[src/rtl/mem_access.sv]
// LC-3 memory-access stage: sequences direct and indirect data-memory reads/writes
// for one request at a time and hands load results to Writeback.
module mem_access (
   input  logic        clock,
   input  logic        reset,
   input  logic        start,
   input  logic [1:0]  M_Control,
   input  logic [15:0] M_addr,
   input  logic [15:0] M_data,
   input  logic [15:0] Data_dout,
   output logic [15:0] Data_addr,
   output logic [15:0] Data_din,
   output logic        Data_en,
   output logic        Data_we,
   output logic [15:0] memout,
   output logic        wb_en,
   output logic        done,
   output logic        busy
);

   localparam logic [1:0] OP_LD  = 2'd0;
   localparam logic [1:0] OP_LDI = 2'd1;
   localparam logic [1:0] OP_ST  = 2'd2;
   localparam logic [1:0] OP_STI = 2'd3;

   typedef enum logic [2:0] {
      IDLE     = 3'd0,
      RD_PTR   = 3'd1,
      CAP_PTR  = 3'd2,
      RD_DATA  = 3'd3,
      CAP_DATA = 3'd4,
      WR       = 3'd5,
      DONE     = 3'd6
   } state_t;

   state_t      state_reg;
   state_t      state_next;
   logic [1:0]  op_reg;
   logic [15:0] addr_reg;
   logic [15:0] data_reg;
   logic [15:0] memout_reg;

   // State register plus the operand/result registers that move with it.
   always_ff @(posedge clock) begin
      if (!reset) begin
         state_reg  <= IDLE;
         op_reg     <= 2'd0;
         addr_reg   <= 16'd0;
         data_reg   <= 16'd0;
         memout_reg <= 16'd0;
      end else begin
         state_reg <= state_next;
         if (state_reg == IDLE && start) begin
            op_reg   <= M_Control;
            addr_reg <= M_addr;
            data_reg <= M_data;
         end
         if (state_reg == CAP_PTR) begin
            addr_reg <= Data_dout;
         end
         if (state_reg == CAP_DATA) begin
            memout_reg <= Data_dout;
         end
      end
   end

   always_comb begin
      state_next = state_reg;
      case (state_reg)
         IDLE: begin
            if (start) begin
               case (M_Control)
                  OP_LD:   state_next = RD_DATA;
                  OP_LDI:  state_next = RD_PTR;
                  OP_ST:   state_next = WR;
                  OP_STI:  state_next = RD_PTR;
                  default: state_next = IDLE;
               endcase
            end
         end
         RD_PTR:   state_next = CAP_PTR;
         CAP_PTR:  state_next = (op_reg == OP_STI) ? WR : RD_DATA;
         RD_DATA:  state_next = CAP_DATA;
         CAP_DATA: state_next = DONE;
         WR:       state_next = DONE;
         DONE:     state_next = IDLE;
         default:  state_next = IDLE;
      endcase
   end

   // Memory-side outputs decode only from registered state and operands.
   always_comb begin
      Data_en   = 1'b0;
      Data_we   = 1'b0;
      Data_addr = 16'd0;
      Data_din  = 16'd0;
      done      = 1'b0;
      wb_en     = 1'b0;
      case (state_reg)
         RD_PTR, RD_DATA: begin
            Data_en   = 1'b1;
            Data_addr = addr_reg;
         end
         WR: begin
            Data_en   = 1'b1;
            Data_we   = 1'b1;
            Data_addr = addr_reg;
            Data_din  = data_reg;
         end
         DONE: begin
            done  = 1'b1;
            wb_en = (op_reg == OP_LD) || (op_reg == OP_LDI);
         end
         default: begin
         end
      endcase
   end

   assign memout = memout_reg;
   assign busy   = (state_reg != IDLE);

endmodule

[config.mk]
export PLATFORM = sky130hd
export DESIGN_NAME = mem_access
export DESIGN_NICKNAME = d
export VERILOG_FILES = /design/src/rtl/mem_access.sv
export SDC_FILE = /design/constraint.sdc
export NUM_CORES = 1
export LEC_CHECK = 0
export CORE_MARGIN = 2
export CORE_UTILIZATION = 42
export CTS_CLUSTER_SIZE = 10
export DETAILED_ROUTE_END_ITERATION = 10
export PLACE_DENSITY = 0.8
export SLEW_MARGIN = 20
export SYNTH_ARGS = -nofsm -noshare
export SYNTH_HDL_FRONTEND = slang
export SYNTH_SLANG_ARGS = --single-unit
export TNS_END_PERCENT = 30
[constraint.sdc]
create_clock -name clock -period 1.8 [get_ports clock]
set_input_delay 0.18 -clock clock [delete_from_list [all_inputs] [get_ports clock]]
set_output_delay 0.18 -clock clock [all_outputs]
set_load 0.005 [all_outputs]
==> impl_results.md, run 1 <==
* Status: complete, no violations
* Max frequency at 567 MHz
* Final-report hold violation count at 0
* TritonRoute pass-1 iters at 4
* N_diodes at 0
* I/O pin total at 106
* End point of the critical path: Data_addr[8]
* Final worst slack at 36.3 ps
* Register area share after synthesis at 44.5%
* Row count at 27
* Fillcell total at 457
* Drt wl/cell at 14.2 µm
* Commonest cells post-synth: nand2_1, dfxtp_1, and2_1
* Post-synth ARST share at 0%
* Seq cells post-synth at 53
* Routability Congestion at 0.761
* P_sw at 0.697 mW
* Synth area leaders: dfxtp_1, nand2_1, and2_1
* Startpoint types: flop
* Internal at 1.95 mW
* Inserted Clock Buffers at 5
* GRT Util Overall at 20.9%
* Final worst-path cycle share at 98.0%
* Share of cells above drive strength 1 at 10.0%
* Grt total ovfl at 0
* Dominant synthesized flop cell: dfxtp_1
* Final setup fails at 0
* DRT antenna net count at 0
* DRC viols at 0
* Final HPWL DP at 4610 µm
* Clock root cell: clkbuf_8
* Port bufs at 105
* Vias at 2286
* Yosys warns at 0
* Area leader, netlist: dfxtp_1
* TritonCTS clock tree: yes
* RSZ-0062 raised after global routing: true
* Max FO, Critical Path at 20
* Largest net degree at the start of global routing at 22
* # hold bufs at CTS at 0
* Drt first-iter violations at 129
* FF-to-FF End: addr_reg[13]
* Clock Latency Late Sink at 300 ps
* Vias in the first global route at 2164
* Yosys top cell area share at 44.5%
* Tmin final at 1760 ps
* Core ar. at 5510 µm²
* Count of mapped cells out of synthesis at 272
* Die H at 79.3 µm
* Final wirelength at 6440 µm
* Clock-pin slew on the worst setup and hold paths at 90 ps
* Setup CP Type: flop to primary output
* R2R setup slack at 160 ps
* Via density at 5.06
* Die X at 79.3 µm
* R2R Path Start: state_reg[1]
* Crit path arrival time at 1580 ps
* Crit. End Element: primary output
* Worst reg-to-reg path cell count at 5
* P per Cell Area at 725 nW/µm²
* Starting Density at 43.3%
* Switch share at 26.4%
* First-pass GRT wire length at 10300 µm
* Slew headroom at 53.4%
* Clk pwr share at 25.3%
* Fin nets at 433
* Synth cell types at 28
* Fin Setup TNS at 0 ps
* Pre-CTS WS at 48.4 ps
* Post-synth EDFFs at 0
* Syn nets at 325
* Flop pwr share at 51.1%
* CTS sink cnt at 53
* Initial antenna violation count at 0
* Critical Path RT at 1620 ps
* Syn avg cell area at 8.76 µm²
* Die Footprint at 6290 µm²
* CP startpoint: state_reg[0]
* Worst Skew at 5.87 ps
* Max Slew Vio Count at 0
* Cell with the most instances after synthesis: nand2_1
* Worst VDD drop at 0.000431 V
* Max-cap violation count at 0
* Synth Cell Area at 2380 µm²
* Comb power frac at 23.5%
* CTS H-tree depth at 2
* Worst-Margin Slew at 698 ps
* Largest buffer count on any clock path at 2
* Worst hold path type: primary input to flop
* Static Leak at 1.56 nW
* Area added between synthesis and finish at 53.1%
-- timing repair --
action | 4_1_cts | 5_1_grt
setup endpoints to repair | 37 | 35
gates resized for setup | 26 | 15
setup buffers | 3 | 0
gates cloned | 1 | 0
pin swaps | 0 | 1
-- power by group through the flow --
stage / combinational, mW / clock (mW) / sequential [mW]
after detailed placement: 0.601 / 0 / 1.37
after CTS: 0.618 / 0.696 / 1.35
after global routing: 0.687 / 0.743 / 1.37
after global placement: 0.591 / 0 / 1.37
final: 0.622 / 0.670 / 1.35
after floorplan: 0.339 / 0 / 1.36
-- layer usage --
metal  vias to the layer above  GRT usage (%)  wire, µm
met2                        57           36.0      3250
met4                         0           6.72       113
li1                       1139              -         -
met1                      1080           26.0      2770
met5                         -              0         0
met3                        10           4.43       296
-- worst min path at each step --
stage               cells past startpoint      endpoint  slack (ps)    startpoint
detailed placement                      2  data_reg[15]         440  data_reg[15]
CTS                                     3   data_reg[1]         400     M_data[1]
finish                                  3   data_reg[1]         420     M_data[1]
global placement                        2  data_reg[13]         440  data_reg[13]
global route                            3  data_reg[14]         430    M_data[14]
floorplan                               2  state_reg[0]         310         start
-- layout make-up --
cell class | instances | area [µm²] | share of cell area, %
clock buffers | 7 | 86.3 | 2.37
flip-flops and latches | 53 | 1070 | 29.3
multi-input cells | 195 | 1200 | 32.8
well taps | 72 | 90.1 | 2.47
repair buffers | 124 | 1200 | 33.0
inverters | 1 | 3.75 | 0.103
-- cells in the final DEF (no fill, tap or decap), types with 2 or more instances in the layout --
master           synthesis  layout
clkdlybuf4s50_1          0      85
nand2_1                 72      71
dfxtp_1                 53      50
and2_1                  33      33
a21boi_0                24      24
and3_1                  17      16
a221o_1                 16      16
buf_4                    3      14
dlygate4sd2_1            0      13
a21boi_1                10      10
clkbuf_8                 0       6
buf_6                    5       5
nor2_1                   5       4
clkdlybuf4s15_1          0       4
a21oi_1                  3       3
dlymetal6s2s_1           0       3
nand3_1                  2       2
dfxtp_4                  0       2
-- cells by family (layout without fill, tap and decap cells) --
group | count (synthesis) | in the layout | synth area share, %
AND/OR/NAND/NOR | 139 | 139 | 30.6
flip-flops | 53 | 53 | 44.5
buffers and inverters | 24 | 132 | 5.98
AO/OA/AOI/OAI | 56 | 56 | 18.9
-- per-stage QoR --
stage	hold slack [ps]	cells	cell area, µm²	utilization (%)	power [mW]
final	416	452	3650	66.3	2.64
after floorplan	305	272	2380	-	1.70
after detailed placement	442	441	3500	63.5	1.98
after CTS	404	452	3610	65.6	2.66
after global placement	436	441	3500	63.5	1.96
after global routing	426	452	3650	66.3	2.80
-- worst max-delay path: stages, from the launching register on --
cell,delay [ps]
dfxtp_2,380
buf_6,200
and3_1,200
clkdlybuf4s50_1,500
No activity file was read; power rests on OpenSTA's default activity.
==> run 2, diff against run 1 <==
Settings changed: CORE_MARGIN 2 to not set, GPL_TIMING_DRIVEN set to 0.
==> impl_results.md, run 2 (synthesis results as in run 1) <==
* End point of the critical path: Data_addr[7]
* Worst VDD drop at 0.000370 V
* Vias at 2328
* Pwr Total at 2.85 mW
* Final HPWL DP at 4640 µm
* Setup CP Type: flop to primary output
* Clock root cell: clkbuf_8
* CP top delay family: buffers and inverters
* Final worst slack at -56.5 ps
* Row count at 27
* FF-to-FF End: addr_reg[15]
* TritonCTS clock tree: yes
* Port bufs at 105
* Max Slew Vio Count at 0
* Cell Area, Placed at 3520 µm²
* Status: finished, violations left
* Routability Congestion at 0.809
* Crit path arrival time at 1680 ps
* Worst Skew at 10.2 ps
* Worst reg-to-reg path cell count at 6
* Most common cell after layout, fill and taps aside: clkdlybuf4s50_1
* Tmin final at 1860 ps
* R2R Path Start: state_reg[2]
* Startpoint types: flop
* DRT antenna net count at 0
* Final wirelength at 6690 µm
* Final instance area at 3790 µm²
* CP startpoint: state_reg[2]
* Hold depth at 3
* Slew headroom at 62.5%
* Crit. End Element: primary output
* Final-report hold violation count at 0
* Max incr delay on CP at 500 ps
* Fillcell total at 454
* Final worst-path cycle share at 103%
* Crit. path cell count at 5
* Area added between synthesis and finish at 59.2%
* Share of cells above drive strength 1 at 11.5%
* Drt wl/cell at 14.5 µm
* DRC viols at 1
* Worst hold path type: primary input to flop
* Largest buffer count on any clock path at 2
* Clock-pin slew on the worst setup and hold paths at 100 ps
* CTS H-tree depth at 2
* Grt total ovfl at 0
* Vias in the first global route at 2156
* R2R setup slack at 80 ps
* I/O pin total at 106
* Commonest non-fill, non-tap cells in the layout: clkdlybuf4s50_1, nand2_1, dfxtp_1
* Inserted Clock Buffers at 5
* Crit path buffers/inverters at 3
* Largest net degree at the start of global routing at 18
* P per Cell Area at 751 nW/µm²
* Critical path cell sequence: buf_6 > nand2_4 > buf_6 > and3_1 > clkdlybuf4s50_1
* Starting Density at 43.6%
* Die Footprint at 5980 µm²
* RSZ-0062 raised after global routing: true
* Die X at 77.3 µm
* Max FO, Critical Path at 10
* Violated checks: DRC, setup timing
* Final hold slack at 416 ps
* Die H at 77.3 µm
* Initial antenna violation count at 0
* GRT Util Overall at 22.0%
* Fin nets at 442
* Max frequency at 539 MHz
* TritonRoute pass-1 iters at 9
* CTS sink cnt at 53
* Max-cap violation count at 0
* Core ar. at 5470 µm²
* Drt first-iter violations at 101
* Clock Latency Late Sink at 310 ps
* N_diodes at 0
* Static Leak at 1.79 nW
* Worst-Margin Slew at 560 ps
* Worst path most repeated cell: buf_6
* Slowest CP cell: clkdlybuf4s50_1
* Final setup fails at 3
* Critical Path RT at 1620 ps
* First-pass GRT wire length at 10400 µm
* Via density at 5.04
[run 2: cell types whose count changed in the layout (fill, tap and decap cells not counted), sizes merged]
cell           before  now
buf                19   20
bufinv              0    1
clkbuf              7   16
clkdlybuf4s15       4   11
clkdlybuf4s50      85   72
clkinv              0    1
clkinvlp            0    1
dlygate4sd2        13    4
dlymetal6s2s        3   15
[run 2: layer usage]
layer	vias up	global-route usage [%]	wire (µm)
met2	76	35.4	3100
li1	1162	-	-
met5	-	0	0
met3	14	4.35	323
met4	0	8.30	170
met1	1076	29.1	3100
[run 2: repair_timing]
item / in CTS / in global routing
gates cloned: 1 / 1
hold buffers: 0 / 0
gates resized for setup: 41 / 50
endpoints found under the setup margin: 36 / 38
pin swaps: 0 / 1
buffers inserted: 2 / 2
[run 2: how the worst min path moves through the flow]
stage | startpoint | endpoint | slack, ps
2_1_floorplan | start | state_reg[0] | 310
3_3_place_gp | data_reg[15] | data_reg[15] | 440
3_5_place_dp | data_reg[1] | data_reg[1] | 440
4_1_cts | M_data[4] | data_reg[4] | 410
5_1_grt | M_data[14] | data_reg[14] | 420
6_report | M_data[3] | data_reg[3] | 420
[run 2: worst min-delay path: cells and delay by family]
family,cells,cell delay [ps]
buffers and inverters,1,400
AOI/OAI and AO/OA,1,50
and+or+nand+nor,1,60
[run 2: layout make-up]
| class | count | area [µm²] | area share, % |
|---|---|---|---|
| sequential | 53 | 1070 | 28.2 |
| clock inverter | 3 | 46.3 | 1.22 |
| timing repair buffer | 111 | 1130 | 29.7 |
| inverter | 1 | 6.26 | 0.165 |
| multi-input combinational | 195 | 1190 | 31.5 |
| clock buffer | 5 | 68.8 | 1.81 |
| buffer | 22 | 190 | 5.01 |
| tap | 72 | 90.1 | 2.37 |
[run 2: where the power goes]
part | total [mW] | internal [mW] | switching, mW
clock network | 0.835 | 0.417 | 0.418
registers | 1.35 | 1.29 | 0.0580
logic | 0.668 | 0.380 | 0.289
[run 2: metrics by stage]
| stage | utilization (%) | std cells | worst slack, ps | TNS (ps) |
|---|---|---|---|---|
| detailed placement | 64.4 | 449 | -366 | -5030 |
| finish | 69.3 | 462 | -56.5 | -129 |
| global placement | 64.4 | 449 | -349 | -4310 |
| floorplan | - | 272 | 313 | 0 |
| CTS | 67.4 | 459 | -156 | -2340 |
| global route | 69.3 | 462 | -120 | -931 |
==> run 3, diff against run 2 <==
Settings changed: PLACE_DENSITY 0.8 to 0.91.
==> impl_results.md, run 3 (synthesis results as in run 1) <==
* Grt total ovfl at 0
* Most common cell after layout, fill and taps aside: clkdlybuf4s50_1
* Vias at 2304
* Commonest non-fill, non-tap cells in the layout: clkdlybuf4s50_1, nand2_1, dfxtp_1
* Clock-pin slew on the worst setup and hold paths at 90 ps
* Die X at 77.3 µm
* Finished Layout Cells at 456
* Worst-Margin Slew at 557 ps
* DRT antenna net count at 0
* Setup CP Type: flop to primary output
* RSZ-0062 raised after global routing: true
* Crit. End Element: primary output
* Cell Area, Placed at 3520 µm²
* First-pass GRT wire length at 10100 µm
* Final instance area at 3680 µm²
* Final HPWL DP at 4670 µm
* TritonRoute pass-1 iters at 6
* Placed cells at 449
* Via density at 5.05
* Share of cells above drive strength 1 at 9.11%
* Routability Congestion at 0.818
* P per Cell Area at 757 nW/µm²
* Worst hold path type: primary input to flop
* Fin Setup TNS at -2480 ps
* GRT Util Overall at 21.6%
* Slowest CP cell: clkdlybuf4s50_1
* Starting Density at 43.6%
* Port bufs at 105
* TritonCTS clock tree: yes
* Final setup fails at 18
* Pre-CTS WS at -330 ps
* Clock Latency Late Sink at 310 ps
* Worst VDD drop at 0.000441 V
* Area added between synthesis and finish at 54.3%
* Violated checks: setup timing
* Critical Path RT at 1620 ps
* Drt wl/cell at 14.0 µm
* DRC viols at 0
* Largest buffer count on any clock path at 2
* Final wirelength at 6400 µm
* Static Leak at 1.51 nW
* CTS H-tree depth at 2
* Die H at 77.3 µm
* Initial antenna violation count at 0
* Max frequency at 511 MHz
* Clock root cell: clkbuf_8
* Final worst slack at -158 ps
* Tmin final at 1960 ps
* Row count at 27
* Worst Skew at 10.2 ps
* Vias in the first global route at 2153
* Max incr delay on CP at 520 ps
* Max FO, Critical Path at 10
* Max-cap violation count at 0
* Inserted Clock Buffers at 5
* CTS sink cnt at 53
* R2R setup slack at 130 ps
* Status: finished, violations left
* Final-report hold violation count at 0
* Final hold slack at 414 ps
* Slew headroom at 62.7%
* I/O pin total at 106
* Startpoint types: flop
* Fin nets at 437
* N_diodes at 0
* Max Slew Vio Count at 0
* Crit path arrival time at 1780 ps
* Largest net degree at the start of global routing at 16
* Critical path cell sequence: buf_6 > nand2_1 > clkbuf_4 > and3_1 > clkdlybuf4s50_1
* Die Footprint at 5980 µm²
* Drt first-iter violations at 96
* Core ar. at 5470 µm²
* Final worst-path cycle share at 109%
-- run 3: changes by cell type in the layout (fill, tap and decap cells not counted), moves of 2 or more --
cell	delta
buf_6	-5
dlygate4sd2_1	+7
clkbuf_2	-3
buf_4	-2
clkdlybuf4s15_1	-5
dlymetal6s2s_1	-14
clkdlybuf4s50_1	+15
clkbuf_4	+4
clkbuf_8	-2
-- run 3: what timing repair did --
item,CTS,global route
endpoints found under the setup margin,36,28
resized for setup,38,10
buffers inserted,1,0
hold buffers,0,0
pin swaps,0,0
-- run 3: power by group --
group	switching, mW	total (mW)	internal, mW
clock network	0.385	0.790	0.405
logic	0.279	0.647	0.369
registers	0.0591	1.35	1.29
-- run 3: layout make-up --
cell class / count / area (µm²)
fillers: 482 / 1800
multi-input cells: 195 / 1190
flip-flops and latches: 53 / 1070
repair buffers: 106 / 1050
plain buffers: 22 / 169
well taps: 72 / 90.1
clock buffers: 5 / 68.8
clock inverters: 2 / 35.0
inverters: 1 / 6.26
-- run 3: through the flow --
stage | power, mW | utilization, %
2_1_floorplan | 1.70 | -
3_3_place_gp | 1.98 | 64.4
3_5_place_dp | 2.00 | 64.4
4_1_cts | 2.80 | 66.9
5_1_grt | 2.92 | 67.2
6_report | 2.78 | 67.2
-- run 3: worst max-delay path: cells and delay by family, from the launching register on --
kind          cells  cell delay [ps]
buf+inv           3              860
flops             1              370
simple gates      2              230
-- run 3: path summary, 6_finish.rpt --
check | from | to | cells past startpoint
setup / recovery | state_reg[2] | Data_addr[14] | 5
setup reg to reg | state_reg[1] | addr_reg[15] | 6
hold reg to reg | data_reg[2] | data_reg[2] | 2
hold / removal | M_data[2] | data_reg[2] | 3
-- run 3: layer usage --
| layer | track usage, % | wire length, µm |
|---|---|---|
| met3 | 4.71 | 295 |
| met4 | 8.49 | 177 |
| met2 | 37.3 | 3230 |
| met5 | 0 | 0 |
| met1 | 25.8 | 2700 |
==> variant 1 (flow settings as in run 2) <==
Re-encode `state_t` (7 states) as one-hot, 7 bits wide.
--- a/src/rtl/mem_access.sv
+++ b/src/rtl/mem_access.sv
@@ -25,10 +25,10 @@
 
-   typedef enum logic [2:0] {
-      IDLE     = 3'd0,
-      RD_PTR   = 3'd1,
-      CAP_PTR  = 3'd2,
-      RD_DATA  = 3'd3,
-      CAP_DATA = 3'd4,
-      WR       = 3'd5,
-      DONE     = 3'd6
+   typedef enum logic [6:0] {
+      IDLE     = 7'b0000001,
+      RD_PTR   = 7'b0000010,
+      CAP_PTR  = 7'b0000100,
+      RD_DATA  = 7'b0001000,
+      CAP_DATA = 7'b0010000,
+      WR       = 7'b0100000,
+      DONE     = 7'b1000000
    } state_t;
Check against the original RTL: same outputs for any inputs over 10 cycles, from zero or initial values and one cycle with reset low; not proved beyond that.
==> variant 1 against run 2 <==
The run ends with setup timing left; utilization increased by 5.3 points; sequential power increased by 4%; clock power increased by 28%; design area increased by 17%; total power increased by 14%; sequential cell count increased by 4; worst setup slack got worse by 0.45 ns; die area increased by 9.1%; non-clock buffer count increased by 30; sequential share of layout area decreased by 2.2 points; synthesized cell count increased by 18%; synthesized area increased by 9.3%; worst hold slack got worse by 0.21 ns; wire length increased by 35%.
==> variant 1: results (changes against run 2) <==
The run finished, with violations left. Violated checks: setup timing (was DRC, setup timing). Power density normalized to cell area: 734 nW/um2 (was 751 nW/um2). The final cell count without fillers came out at 551 (was 462). The total area of multi-input combinational cells is 1430 um2 (was 1190 um2).

The post-synthesis area per instance was 8.12 um2 (was 8.76 um2); the HPWL after detailed placement was 5.25 mm (was 4.64 mm). For the number of buffers inserted by post-CTS setup repair, the log shows 17 (was 2). The worst hold path endpoint was state_reg[1] (was data_reg[3]).

The via count of the first global-routing pass was 2,666 (was 2,156); the final-layout non-clock buffer area share was 0.359 (was 0.347). Number of distinct standard cells referenced by the synthesized netlist: 33 (was 28). The run gives -0.509 ns (was -0.0565 ns) as the post-route worst setup slack. The synthesis-to-layout area growth works out to 70.6% (was 59.2%).

The final clock skew was 0.00512 ns (was 0.0102 ns). Fraction of final layout cells sized beyond drive strength 1: 0.315 (was 0.115). The count of multi-input combinational gates is 240 (was 195). The cell area reported after detailed placement is 3740 um2 (was 3520 um2). The wire length of the first global-routing pass was 12.5 mm (was 10.4 mm); the post-synthesis compound-gate area fraction was 0.180 (was 0.190).

The synthesized-area fraction occupied by xor and xnor cells was 0.00672 (was 0); the clock input transition at the sequential cells of the worst setup and hold paths was 0.06 ns (was 0.10 ns). Commonest cells post-synth: sky130_fd_sc_hd__nand2_1 (104), sky130_fd_sc_hd__dfxtp_1 (57), sky130_fd_sc_hd__a21boi_0 (30) (was sky130_fd_sc_hd__nand2_1 (72), sky130_fd_sc_hd__dfxtp_1 (53), sky130_fd_sc_hd__and2_1 (33)). The detail-routed via count per cell came out at 5.30 (was 5.04). The maximum number of pins on one net before global-route repair came out at 11 (was 18). The run gives -11.02 ns (was -0.129 ns) as the post-route setup TNS. The tools report the net switching power of the design as 903 uW (was 765 uW). Kind of cell with the highest combined delay on the critical path: simple AND/OR/NAND/NOR gates (was buffers and inverters). The number of fill cells in the layout was 425 (was 454). The detailed router's first-iteration violation count is 246 (was 101).

The worst-case hold slack was 0.209 ns (was 0.416 ns); the peak per-stage delay on the critical path was 0.57 ns (was 0.50 ns). The number of CTS-inserted buffers is 9 (was 5), and the length of the first detailed-routing pass in iterations is 6 (was 9). The relative max-transition margin was 0.623 (was 0.625); the pre-CTS setup slack was -0.687 ns (was -0.366 ns).

The length in cells of the worst reg-to-reg path was 10 (was 6). The clock latency on the worst-skew pair is 0.34 ns (was 0.31 ns), and the number of buffers inserted by port buffering is 104 (was 105). The number of nets produced by synthesis is 374 (was 325), and the total routing resource utilization after global routing is 0.255 (was 0.220). The cell count of the worst hold path is 2 (was 3), and the total of clock buffers placed in the layout is 13 (was 5). The capture point of the worst reg-to-reg path is memout[14] (was addr_reg[15]). The total setup violations reported at the end of the flow is 71 (was 3).
variant 1: cell types whose count changed after synthesis, moves of 3 or more:
| cell | delta |
|---|---|
| sky130_fd_sc_hd__a21boi_0 | +6 |
| sky130_fd_sc_hd__and2_2 | +16 |
| sky130_fd_sc_hd__and2_1 | -17 |
| sky130_fd_sc_hd__dfxtp_1 | +4 |
| sky130_fd_sc_hd__a221o_1 | -16 |
| sky130_fd_sc_hd__a21boi_1 | -6 |
| sky130_fd_sc_hd__a31oi_1 | +16 |
| sky130_fd_sc_hd__nand2_1 | +32 |
| sky130_fd_sc_hd__o21ai_0 | +16 |
| sky130_fd_sc_hd__and3_1 | -14 |
| sky130_fd_sc_hd__nor3_1 | +3 |
variant 1: per-layer routing:
| metal | vias to the layer above | wire length (um) | GRT usage |
|---|---|---|---|
| li1 | 1375 | - | - |
| met1 | 1348 | 3550 | 0.304 |
| met2 | 169 | 4510 | 0.437 |
| met3 | 26 | 773 | 0.0506 |
| met4 | 0 | 235 | 0.123 |
| met5 | - | 0 | 0 |
==> variant 2 (settings of run 2) <==
Made on the original files. Register the inputs `start`, `M_Control`, `M_addr`, `M_data` and `Data_dout` before use, without a reset. The logic sees them one clock later.
--- a/src/rtl/mem_access.sv
+++ b/src/rtl/mem_access.sv
@@ -35,2 +35,16 @@
 
+   logic start_q;
+   logic [1:0] M_Control_q;
+   logic [15:0] M_addr_q;
+   logic [15:0] M_data_q;
+   logic [15:0] Data_dout_q;
+
+   always_ff @(posedge clock) begin
+      start_q     <= start;
+      M_Control_q <= M_Control;
+      M_addr_q    <= M_addr;
+      M_data_q    <= M_data;
+      Data_dout_q <= Data_dout;
+   end
+
    state_t      state_reg;
@@ -52,12 +66,12 @@
          state_reg <= state_next;
-         if (state_reg == IDLE && start) begin
-            op_reg   <= M_Control;
-            addr_reg <= M_addr;
-            data_reg <= M_data;
+         if (state_reg == IDLE && start_q) begin
+            op_reg   <= M_Control_q;
+            addr_reg <= M_addr_q;
+            data_reg <= M_data_q;
          end
          if (state_reg == CAP_PTR) begin
-            addr_reg <= Data_dout;
+            addr_reg <= Data_dout_q;
          end
          if (state_reg == CAP_DATA) begin
-            memout_reg <= Data_dout;
+            memout_reg <= Data_dout_q;
          end
@@ -70,4 +84,4 @@
          IDLE: begin
-            if (start) begin
-               case (M_Control)
+            if (start_q) begin
+               case (M_Control_q)
                   OP_LD:   state_next = RD_DATA;
Formal check against the unedited RTL: not equivalent (Yosys sat finds a counterexample within 4 cycles, from zero or initial values and one cycle with reset low).
==> variant 2 against run 2 <==
Total power up 63%; worst hold slack worse by 0.23 ns; synthesized area up 49%; sequential cell count up 51; worst setup slack better by 0.094 ns; via count up 27%; wire length up 29%; final cell count up 29%; die area up 48%; critical path depth up 2; non-clock buffer count up 14; design area up 34%; critical endpoint is now Data_din[9]; largest cell class is now sequential cells.
==> variant 2: results (changes against run 2) <==
The final clock skew is 0.00909 ns (was 0.0102 ns), and the fraction of final layout cells sized beyond drive strength 1 is 0.169 (was 0.115). The sequential share of the synthesized area was 0.587 (was 0.445); the final RePlAce weighted congestion was 0.772 (was 0.809). The tools report the maximum number of pins on one net before global-route repair as 19 (was 18).

For the detailed router's first-iteration violation count, the log shows 149 (was 101). The slack of the worst reg-to-reg path is 0.15 ns (was 0.08 ns). The run gives 4 (was 9) as the length of the first detailed-routing pass in iterations. Worst-case vdd ir drop: 587 uV (was 370 uV). Root buffer cell: sky130_fd_sc_hd__clkbuf_8 (unchanged). The run gives 0.595 (was 0.625) as the relative max-transition margin. The worst hold path endpoint was op_reg[1] (was data_reg[3]). The run finished with clean final reports. The startpoint of the tightest hold check path was reset (was M_data[3]). The capture point of the worst reg-to-reg path is data_reg[10] (was addr_reg[15]).

The number of CTS-inserted buffers was 9 (was 5). The run gives 1.58 ns (was 1.68 ns) as the worst endpoint data arrival time. The HPWL after detailed placement is 6.13 mm (was 4.64 mm), and the via count of the first global-routing pass is 2,805 (was 2,156). The number of nets in the finished design was 540 (was 442); the leakage power of the design was 2.22 nW (was 1.79 nW). The run gives 3 (was 2) as the H-tree depth. Dominant cells by area after synthesis: sky130_fd_sc_hd__dfxtp_1 (59%), sky130_fd_sc_hd__nand2_1 (9.0%), sky130_fd_sc_hd__a22o_1 (3.9%) (was sky130_fd_sc_hd__dfxtp_1 (45%), sky130_fd_sc_hd__nand2_1 (11%), sky130_fd_sc_hd__and2_1 (8.7%)).

The fraction of power spent switching nets works out to 0.270 (was 0.268). The detail-routed via count per cell was 4.95 (was 5.04). The tools report the wire length of the first global-routing pass as 13.3 mm (was 10.4 mm). The run gives 29 (was 28) as the number of distinct standard cells referenced by the synthesized netlist. Commonest cells post-synth: sky130_fd_sc_hd__dfxtp_1 (104), sky130_fd_sc_hd__nand2_1 (85), sky130_fd_sc_hd__o21ai_0 (22) (was sky130_fd_sc_hd__nand2_1 (72), sky130_fd_sc_hd__dfxtp_1 (53), sky130_fd_sc_hd__and2_1 (33)). The origin of the critical flop-to-flop path is state_reg[0] (was state_reg[2]). The largest driver fanout on the critical path is 4 (was 10), and the clock latency on the worst-skew pair is 0.37 ns (was 0.31 ns). The logs give 411 (was 325) for the number of nets produced by synthesis and 0.200 (was 0.220) for the total routing resource utilization after global routing.
## variant 2: cell count changes in the layout (fill, tap and decap cells not counted), sizes merged, moves of 13 or more
cell and delta:
and2 -16, dfxtp +51, nand2 +13, o21ai +33
a22o +16, a221o -16, dlygate4sd2 +18, nand3 +17
a21boi -18
## variant 2: worst max path at each step
stage | cells past startpoint | slack, ns | to | startpoint
final | 7 | 0.04 | Data_din[9] | state_reg[0]
after global routing | 7 | -0.01 | Data_din[9] | state_reg[0]
after CTS | 6 | -0.18 | Data_din[1] | state_reg[0]
after detailed placement | 6 | -0.29 | Data_din[14] | state_reg[0]
after global placement | 6 | -0.27 | Data_din[14] | state_reg[0]
after floorplan | 5 | 0.45 | addr_reg[10] | state_reg[2]
## variant 2: kinds of logic after synthesis
| family | Yosys count | synth area share |
|---|---|---|
| and+or+nand+nor | 152 | 0.211 |
| DFF | 104 | 0.587 |
| buffers and inverters | 29 | 0.0536 |
| AOI/OAI and AO/OA | 73 | 0.149 |
## variant 2: metal layers
metal,global-route usage,wire [um],vias up
li1,-,-,1462
met1,0.249,3800,1373
met2,0.332,4220,107
met3,0.0405,469,16
met4,0.0923,161,0
met5,0,0,-
## variant 2: final cells by class
class                      instances  area [um2]
tap                              105         131
timing repair buffer             118        1140
clock buffer                       9         124
multi-input combinational        225        1300
clock inverter                     7        56.3
fill                             655        3150
sequential                       104        2090
buffer                            29         233
## variant 2: through the flow
| stage | cells | instance area [um2] | setup TNS [ns] |
|---|---|---|---|
| floorplan | 358 | 3550 | 0 |
| global placement | 567 | 4720 | -3.16 |
| detailed placement | 567 | 4720 | -3.77 |
| CTS | 595 | 5030 | -0.515 |
| global route | 597 | 5070 | -0.0113 |
| finish | 597 | 5070 | 0 |
## variant 2: repair_timing
action | 4_1_cts | 5_1_grt
endpoints found under the hold margin | 0 | 0
gates resized for setup | 60 | 20
gates cloned | 2 | 0
buffers inserted | 10 | 2
pin swaps | 1 | 1
endpoints found under the setup margin | 37 | 24
## variant 2: power by group through the flow
stage,sequential [mW],clock [mW],combinational [mW]
finish,2.56,1.33,0.763
global route,2.58,1.44,0.831
CTS,2.56,1.34,0.751
detailed placement,2.61,0,0.715
global placement,2.61,0,0.692
floorplan,2.59,0,0.418
## variant 2: worst max-delay path, cell delays in order (launching register included)
cell	delay, ns
sky130_fd_sc_hd__dfxtp_2	0.33
sky130_fd_sc_hd__buf_6	0.12
sky130_fd_sc_hd__nand2_2	0.08
sky130_fd_sc_hd__nor2_4	0.04
sky130_fd_sc_hd__buf_4	0.13
sky130_fd_sc_hd__clkbuf_8	0.13
sky130_fd_sc_hd__and2_1	0.14
sky130_fd_sc_hd__dlygate4sd2_1	0.25
